File: src/rtl/sound_player_if.sv
// Sound request bus between the game FSM (master) and the jingle player (slave).
//  soundselector : jingle select, sampled only while playsound is high
//  playsound     : one-cycle request strobe (also preempts a running jingle)
//  mute          : forces the speaker low without affecting sequencing
//  speaker       : registered square-wave output
//  busy          : registered, high while a jingle is sounding or in a gap
interface sound_player_if;
    logic [1:0] soundselector;
    logic       playsound;
    logic       mute;
    logic       speaker;
    logic       busy;

    modport master (
        output soundselector,
        output playsound,
        output mute,
        input  speaker,
        input  busy
    );

    modport slave (
        input  soundselector,
        input  playsound,
        input  mute,
        output speaker,
        output busy
    );
endinterface

File: src/rtl/sound_player.sv
// Jingle player: on a playsound strobe, plays the selected 1-4 note jingle as a
// square wave on a single-bit speaker pin, with silent gaps between notes.
// Ports:
//  clk   : system clock
//  reset : synchronous, active-high reset
//  bus   : sound_player_if.slave (soundselector, playsound, mute in; speaker, busy out)
module sound_player #(
    parameter int unsigned CLK_HZ      = 25_000_000,
    parameter int unsigned NOTE_CYCLES = 2_500_000,
    parameter int unsigned GAP_CYCLES  = 250_000
) (
    input  logic                 clk,
    input  logic                 reset,
    sound_player_if.slave        bus
);

    // Half-periods of every note frequency used by the jingle tables
    localparam int unsigned HALF_262  = CLK_HZ / (2 * 262);
    localparam int unsigned HALF_330  = CLK_HZ / (2 * 330);
    localparam int unsigned HALF_392  = CLK_HZ / (2 * 392);
    localparam int unsigned HALF_523  = CLK_HZ / (2 * 523);
    localparam int unsigned HALF_659  = CLK_HZ / (2 * 659);
    localparam int unsigned HALF_784  = CLK_HZ / (2 * 784);
    localparam int unsigned HALF_1047 = CLK_HZ / (2 * 1047);

    // The lowest note has the longest half-period
    localparam int unsigned HALF_W = $clog2(HALF_262 + 1);
    localparam int unsigned DUR_W  = $clog2(NOTE_CYCLES);
    localparam int unsigned GAP_W  = $clog2(GAP_CYCLES + 1);

    typedef enum logic [1:0] {
        ST_IDLE = 2'd0,
        ST_TONE = 2'd1,
        ST_GAP  = 2'd2
    } state_t;

    state_t              r_state;
    logic [1:0]          r_sel;
    logic [1:0]          r_idx;
    logic [HALF_W-1:0]   r_half_cnt;
    logic [DUR_W-1:0]    r_dur_cnt;
    logic [GAP_W-1:0]    r_gap_cnt;
    logic                r_phase;
    logic                r_speaker;
    logic                r_busy;

    state_t              w_state_nx;
    logic [1:0]          w_sel_nx;
    logic [1:0]          w_idx_nx;
    logic [HALF_W-1:0]   w_half_cnt_nx;
    logic [DUR_W-1:0]    w_dur_cnt_nx;
    logic [GAP_W-1:0]    w_gap_cnt_nx;
    logic                w_phase_nx;
    logic                w_speaker_nx;
    logic                w_busy_nx;

    logic [HALF_W-1:0]   w_half;
    logic                w_note_end;
    logic                w_gap_end;
    logic                w_last_note;
    logic                w_half_end;

    // Half-period of the current note; jingle n has sel+1 notes
    always_comb begin
        w_half = HALF_W'(HALF_1047);
        case ({r_sel, r_idx})
            4'b00_00: w_half = HALF_W'(HALF_1047);
            4'b01_00: w_half = HALF_W'(HALF_523);
            4'b01_01: w_half = HALF_W'(HALF_784);
            4'b10_00: w_half = HALF_W'(HALF_392);
            4'b10_01: w_half = HALF_W'(HALF_330);
            4'b10_10: w_half = HALF_W'(HALF_262);
            4'b11_00: w_half = HALF_W'(HALF_523);
            4'b11_01: w_half = HALF_W'(HALF_659);
            4'b11_10: w_half = HALF_W'(HALF_784);
            4'b11_11: w_half = HALF_W'(HALF_1047);
            default:  w_half = HALF_W'(HALF_1047);
        endcase
    end

    assign w_note_end  = (r_state == ST_TONE) && (r_dur_cnt == DUR_W'(NOTE_CYCLES - 1));
    assign w_gap_end   = (r_state == ST_GAP)  && (r_gap_cnt == GAP_W'(GAP_CYCLES - 1));
    assign w_last_note = (r_idx == r_sel);
    assign w_half_end  = (r_half_cnt == w_half - HALF_W'(1));

    // State register and datapath registers
    always_ff @(posedge clk) begin
        if (reset) begin
            r_state    <= ST_IDLE;
            r_sel      <= 2'd0;
            r_idx      <= 2'd0;
            r_half_cnt <= '0;
            r_dur_cnt  <= '0;
            r_gap_cnt  <= '0;
            r_phase    <= 1'b0;
            r_speaker  <= 1'b0;
            r_busy     <= 1'b0;
        end else begin
            r_state    <= w_state_nx;
            r_sel      <= w_sel_nx;
            r_idx      <= w_idx_nx;
            r_half_cnt <= w_half_cnt_nx;
            r_dur_cnt  <= w_dur_cnt_nx;
            r_gap_cnt  <= w_gap_cnt_nx;
            r_phase    <= w_phase_nx;
            r_speaker  <= w_speaker_nx;
            r_busy     <= w_busy_nx;
        end
    end

    // Next-state logic; a request always (re)starts the jingle, even on its last cycle
    always_comb begin
        w_state_nx = r_state;
        case (r_state)
            ST_IDLE: w_state_nx = ST_IDLE;
            ST_TONE: if (w_note_end) w_state_nx = w_last_note ? ST_IDLE : ST_GAP;
            ST_GAP:  if (w_gap_end)  w_state_nx = ST_TONE;
            default: w_state_nx = ST_IDLE;
        endcase
        if (bus.playsound) begin
            w_state_nx = ST_TONE;
        end
    end

    // Counters, phase and registered outputs
    always_comb begin
        w_sel_nx      = r_sel;
        w_idx_nx      = r_idx;
        w_half_cnt_nx = r_half_cnt;
        w_dur_cnt_nx  = r_dur_cnt;
        w_gap_cnt_nx  = r_gap_cnt;
        w_phase_nx    = r_phase;

        if (bus.playsound) begin
            w_sel_nx      = bus.soundselector;
            w_idx_nx      = 2'd0;
            w_half_cnt_nx = '0;
            w_dur_cnt_nx  = '0;
            w_gap_cnt_nx  = '0;
            w_phase_nx    = 1'b0;
        end else begin
            case (r_state)
                ST_TONE: begin
                    if (w_note_end) begin
                        w_half_cnt_nx = '0;
                        w_dur_cnt_nx  = '0;
                        w_gap_cnt_nx  = '0;
                        w_phase_nx    = 1'b0;
                    end else begin
                        w_dur_cnt_nx = r_dur_cnt + DUR_W'(1);
                        if (w_half_end) begin
                            w_half_cnt_nx = '0;
                            w_phase_nx    = ~r_phase;
                        end else begin
                            w_half_cnt_nx = r_half_cnt + HALF_W'(1);
                        end
                    end
                end
                ST_GAP: begin
                    if (w_gap_end) begin
                        w_gap_cnt_nx  = '0;
                        w_idx_nx      = r_idx + 2'd1;
                        w_half_cnt_nx = '0;
                        w_dur_cnt_nx  = '0;
                        w_phase_nx    = 1'b0;
                    end else begin
                        w_gap_cnt_nx = r_gap_cnt + GAP_W'(1);
                    end
                end
                default: ;
            endcase
        end

        // Outputs are computed from next-state values so they line up with the state
        w_speaker_nx = w_phase_nx & ~bus.mute & (w_state_nx == ST_TONE);
        w_busy_nx    = (w_state_nx != ST_IDLE);
    end

    assign bus.speaker = r_speaker;
    assign bus.busy    = r_busy;

endmodule

File: src/flat_wrapper.sv
// flat-port wrapper written by rule: the top's interface ports become plain ports
module sound_player_flat 
#(
    parameter int unsigned CLK_HZ      = 25_000_000,
    parameter int unsigned NOTE_CYCLES = 2_500_000,
    parameter int unsigned GAP_CYCLES  = 250_000
)
  (clk, reset, bus_soundselector, bus_playsound, bus_mute, bus_speaker, bus_busy);
  sound_player_if bus_i ();
  input  logic clk;
  input  logic reset;
  input wire logic [$bits(bus_i.soundselector)-1:0] bus_soundselector;
  input wire logic [$bits(bus_i.playsound)-1:0] bus_playsound;
  input wire logic [$bits(bus_i.mute)-1:0] bus_mute;
  output wire logic [$bits(bus_i.speaker)-1:0] bus_speaker;
  output wire logic [$bits(bus_i.busy)-1:0] bus_busy;
  assign bus_i.soundselector = bus_soundselector;
  assign bus_i.playsound = bus_playsound;
  assign bus_i.mute = bus_mute;
  assign bus_speaker = bus_i.speaker;
  assign bus_busy = bus_i.busy;
  sound_player #(.CLK_HZ(CLK_HZ), .NOTE_CYCLES(NOTE_CYCLES), .GAP_CYCLES(GAP_CYCLES)) u_core (.clk(clk), .reset(reset), .bus(bus_i));
endmodule
File: config.mk
export PLATFORM = sky130hd
export DESIGN_NAME = sound_player_flat
export DESIGN_NICKNAME = d
export VERILOG_FILES = /design/src/rtl/sound_player_if.sv /design/src/rtl/sound_player.sv /design/src/flat_wrapper.sv
export SDC_FILE = /design/constraint.sdc
export NUM_CORES = 1
export LEC_CHECK = 0
export ABC_AREA = 1
export CAP_MARGIN = 10
export CORE_AREA = 2 2 123 125
export CTS_CLUSTER_DIAMETER = 40
export DETAILED_ROUTE_END_ITERATION = 8
export DIE_AREA = 0 0 125 127
export PLACE_DENSITY = 0.41
export SETUP_SLACK_MARGIN = 0.02
export SLEW_MARGIN = 20
export SYNTH_ARGS = -nofsm -noshare
export SYNTH_HDL_FRONTEND = slang
export SYNTH_SLANG_ARGS = --single-unit
File: constraint.sdc
create_clock -name clk -period 6.1 [get_ports clk]
set_input_delay 0.915 -clock clk [delete_from_list [all_inputs] [get_ports clk]]
set_output_delay 0.915 -clock clk [all_outputs]
set_load 0.01 [all_outputs]
Word-level counts from Yosys, hierarchy flattened
Memories as Yosys holds them, arrays and structs flattened.
Index checks and enable logic that the tools add are counted.
- register bits: 65
- memory bits (read-only): 256
- output and inout bits: 2
- word-level logic and storage cells: 56
- memories: 1
- memories (memory ; depth ; bits a word ; read ports ; clocked after Yosys merged registers in ; wr ports ; line ; RTL):
    (no name shown) ; 16 ; 16 ; 1 ; 0 ; 0 ; sound_player.sv:66 ; case ({r_sel, r_idx})
- add/subtract/negate cells: 5
- eq/ne operators: 9
- multiplexer cells: 20
- bitwise logic cells: 4
- reduce and logical (&&, ||, !) cells: 8
- operators by type and width (operator ; count):
    two-way mux 16 bit ; 3
    two-way mux 22 bit ; 2
    case mux 22 bit (2 select lines) ; 1
    two-way mux 18 bit ; 2
    case mux 18 bit (2 select lines) ; 1
    case mux 16 bit (2 select lines) ; 1
    adder 22 x 1 -> 22 bit, second input constant ; 1
    equality test 22 bit, second input constant ; 1
    adder 18 x 1 -> 18 bit, second input constant ; 1
    equality test 18 bit, second input constant ; 1
    adder 16 x 1 -> 16 bit, second input constant ; 1
    equality test 16 bit ; 1
    subtractor 16 x 1 -> 16 bit, second input constant ; 1
    two-way mux 2 bit ; 4
    AND reduction 2 bit ; 3
    equality test 2 x 1 -> 1 bit, second input constant ; 2
    two-way mux 1 bit ; 4
    inequality test 2 x 1 -> 1 bit, second input constant ; 2
    case mux 2 bit (2 select lines) ; 1
    nonzero test 2 bit ; 2
    adder 2 x 1 -> 2 bit, second input constant ; 1
    bitwise AND 1 bit ; 2
    equality test 2 bit ; 1
    equality test 2 bit, second input constant ; 1
    other kinds (4) ; 6

Longest topological paths before layout
An unclocked memory read counts as a cell.
- depth after elaboration: 9
- depth in mapped cells: 20
- depth with buffers taken out: 20

Worst setup path before layout
No wires, ideal clock.
- path kind: flip-flop to flip-flop
- from: register u_core.r_idx[0]
- to: register u_core.r_half_cnt[6]
- arrival: 2161 ps
- slack: 3807 ps
- stages on the path, launching flop included: 16
- buffers on the path: 0
- cells stage by stage: dfxtp_1 -> inv_2 -> ha_1 -> nand2_1 -> nand3_1 -> nand2_1 -> ha_1 -> nand3_1 -> nor2_4 -> nand2_1 -> nand3_2 -> nand2_1 -> nor3_1 -> nand3_2 -> nand3b_1 -> a21oi_1
- longest elaborated chain between the ends: 6
- RTL lines (element ; line ; RTL):
    start, declared ; sound_player.sv:39 ; logic [1:0] r_idx;
    start signal, assigned ; sound_player.sv:101 ; r_idx <= w_idx_nx;
    memory read (16 x 16 bit) ; -- ;
    subtractor 16 x 1 -> 16 bit ; sound_player.sv:84 ; assign w_half_end = (r_half_cnt == w_half - HALF_W'(1));
    equality test 16 bit ; sound_player.sv:84 ;
    two-way mux 16 bit ; sound_player.sv:151 ; if (w_half_end) begin
    two-way mux 16 bit ; sound_player.sv:144 ; if (w_note_end) begin
    case mux 16 bit (2 select lines) ; sound_player.sv:142 ; case (r_state)
    end signal, assigned ; sound_player.sv:102 ; r_half_cnt <= w_half_cnt_nx;
    end, declared ; sound_player.sv:40 ; logic [HALF_W-1:0] r_half_cnt;
No other way between the ends.
A chain may end at the register's enable or synchronous reset.

Worst setup path in the final report
- from: register u_core.r_state[0]
- to: register u_core.r_dur_cnt[10]
- longest elaborated chain between the ends: 4
- elaborated cells on any way between the ends: 9
- RTL lines (element ; line ; RTL):
    start, declared ; sound_player.sv:37 ; state_t r_state;
    start signal, assigned ; sound_player.sv:99 ; r_state <= w_state_nx;
    equality test 2 x 1 -> 1 bit or equality test 2 bit (tied branches) ; sound_player.sv:81, sound_player.sv:142, sound_player.sv:82 ;
    logical AND 1 bit (on tied branches) ; sound_player.sv:81, sound_player.sv:82 ;
    two-way mux 22 bit or inequality test 2 x 1 -> 1 bit (tied branches) ; -- ;
    case mux 22 bit (2 select lines) or AND reduction 2 bit (tied branches) ; -- ;
    end signal, assigned ; sound_player.sv:103 ; r_dur_cnt <= w_dur_cnt_nx;
    end, declared ; sound_player.sv:41 ; logic [DUR_W-1:0] r_dur_cnt;
Several ways; a longest one is shown, not always the timed one.

==> results.cfg <==
[floorplanning]
ios = 8
initial_core_util_pct = 29.9
num_rows = 44
die_w_um = 125
die-area_mm2 = 0.0159
die_y_um = 127
coreArea_mm2 = 0.0144

[power]
p_per_area_mw_per_mm2 = 206
p_leak_uw = 0.00175
totalPowerFinal_uw = 989
peakVddDrop_v = 0.0000969

[global_route]
first_global_vias = 4058
grt_max_degree = 32
grt_overflow = 0
grt_first_pass_wirelength_um = 20200
antenna_found_initial = 0
grt_usage_pct = 15.7

[finish]
final_cell_area_mm2 = 0.00480
multi_input_area_mm2 = 0.00262
drive_gt1_share_pct = 8.38
layout_commonest_cell = nand2_1
final_cell_mix = 158 x nand2_1, 77 x inv_1, 65 x dfxtp_1
nNetsFinal = 685
antenna_cells = 0
regArea_mm2 = 0.00130
syn2layout_area_growth_pct = 11.2
nFillCells = 1626

[timing]
worst_slew_pin_slew_ps = 1080
rsz0062_at_grt = no
finalCriticalPeriod_ps = 3180
fmax_mhz = 315
skew_ps = 9.31
final_hold_viol_count = 0
slew_headroom_pct = 28.1
fin_tns_setup_ps = 0
drv_slew = 0
setup_viol = 0
period_share_pct = 52.1

[cts]
cts_made_buffers = 9
cts.sinks = 65
hold_buffers = 0
ctsResizeCount = 0
h-tree-depth = 3
cts_max_path_buffers = 2
insertion_delay_ps = 330
tritoncts = done
clkTransAtPathRegs_ps = 60
root_buffer = clkbuf_16
post_cts_buffers = 0

[placement]
dpl_cell_area_mm2 = 0.00455
dp_hpwl_um = 9130
routabilityCongestion = 0.874
port_buffers = 7

[route]
initialDrtViolationCount = 294
drc = 0
ant_nets = 0
routed_via_density = 4.96
dr_total_vias = 4227
wl_um = 12200
drt_first_pass_iters = 5
wl_per_cell_um = 14.3

[logic_synthesis]
ys_warn_count = 0
synth_ff_type = dfxtp_1
netlist_instances = 661
yosys-top-cells-area = dfxtp_1 30%, nand2_1 14%, inv_1 6.7%
ys_types = 48
yosysTopAreaCell = dfxtp_1
avgSynthCellArea_um2 = 6.53
ys_ff_latch = 65
yosysTopAreaCellShare_pct = 30.2
synth-seq-area-share_pct = 30.2
syn-cell-area_mm2 = 0.00432
synth_nets = 681
synth-edff-count = 0
synthArstFlopShare_pct = 0

[critical_path]
cp.required_ps = 6280
max_stage_delay_ps = 570
critPathArrivalTime_ps = 3350
cpMaxStageDelayCell = inv_1
worstPathMaxFanout = 30
cp-start-kind = flip-flop
path_buf_inv = 3
critical_path_class = reg -> reg
cp-end-kind = flip-flop
crit_chain = inv_1 > ha_1 > inv_1 > nor4_1 > nand4_1 > nand2_1 > inv_1 > a32oi_1 > nor2_1
crit_top_cell = inv_1
cp_top_family = simple AND/OR/NAND/NOR gates

[hold_path]
hp-class = reg -> reg

[status]
outcome = completed

[run]
maxCapViolCount = 0
[kinds of logic (layout without fill, tap and decap cells)]
logic type               Yosys count  in the layout  share of synthesized area [%]
AO/OA/AOI/OAI                    108            108                           14.1
buffers and inverters            101            108                           9.25
adder cells (fa/ha/maj)           14             14                           4.06
flip-flops                        65             65                           30.2
AND/OR/NAND/NOR                  360            360                           39.8
XOR/XNOR                          13             13                           2.64
[registers in the layout (all words and copies together) (netlist names)]
signal / flops
u_core.r_idx: 2
u_core.r_dur_cnt: 22
u_core.bus.speaker: 1
u_core.r_half_cnt: 16
u_core.r_state: 2
u_core.bus.busy: 1
u_core.r_sel: 2
u_core.r_phase: 1
u_core.r_gap_cnt: 18
[layer usage]
layer	wire, um	track usage, %	up-vias
li1	-	-	2210
met1	5950	19.7	1932
met2	5600	26.6	62
met3	233	2.47	23
met4	378	7.12	0
met5	0	0	-
[synthesized netlist by cell type, types with 8 or more instances]
cell type	number
clkbuf_1	8
xor2_1	11
nor4_1	9
nand4_1	18
dfxtp_1	65
nand2_2	8
nand3_1	55
a21oi_1	55
nand2_1	158
nor2_1	60
o21ai_0	23
inv_1	77
ha_1	14
inv_2	8
nor3_1	18
[worst min-delay path, cell delays in order, from the launching register on]
cell     delay [ps]
dfxtp_1         320
inv_1            50
a21oi_1          50
[per-stage QoR]
stage / std cells / hold slack, ps / util (%) / setup WS [ps]
finish: 852 / 460 / 33.3 / 2920
global route: 852 / 496 / 33.3 / 2530
CTS: 852 / 460 / 33.3 / 2800
detailed placement: 838 / 451 / 31.5 / 2810
global placement: 838 / 453 / 31.5 / 2890
floorplan: 661 / 437 / - / 3810
[layout make-up]
cell class                 count  share of cell area (%)
clock inverter                 4                   0.469
clock buffer                  10                    4.77
multi-input combinational    495                    54.5
timing repair buffer           8                    1.62
tap                          184                    4.80
sequential                    65                    27.1
inverter                      86                    6.78
[power breakdown]
group          switching [uW]  leakage, uW  internal (uW)
clock network             188     0.000124            268
logic                    69.1      0.00110           31.7
registers                4.60     0.000525            427
total                     261      0.00175            727
[path summary, 6_finish.rpt]
path | slack [ps] | depth (start not counted) | end | from
worst max-delay path | 2920 | 9 | u_core.r_dur_cnt[10] | u_core.r_state[0]
worst min-delay path | 460 | 2 | u_core.r_gap_cnt[16] | u_core.r_gap_cnt[16]
worst max register to register | 2920 | 9 | u_core.r_dur_cnt[10] | u_core.r_state[0]
worst min register to register | 460 | 2 | u_core.r_gap_cnt[16] | u_core.r_gap_cnt[16]
(Power assumes the default switching activity.)
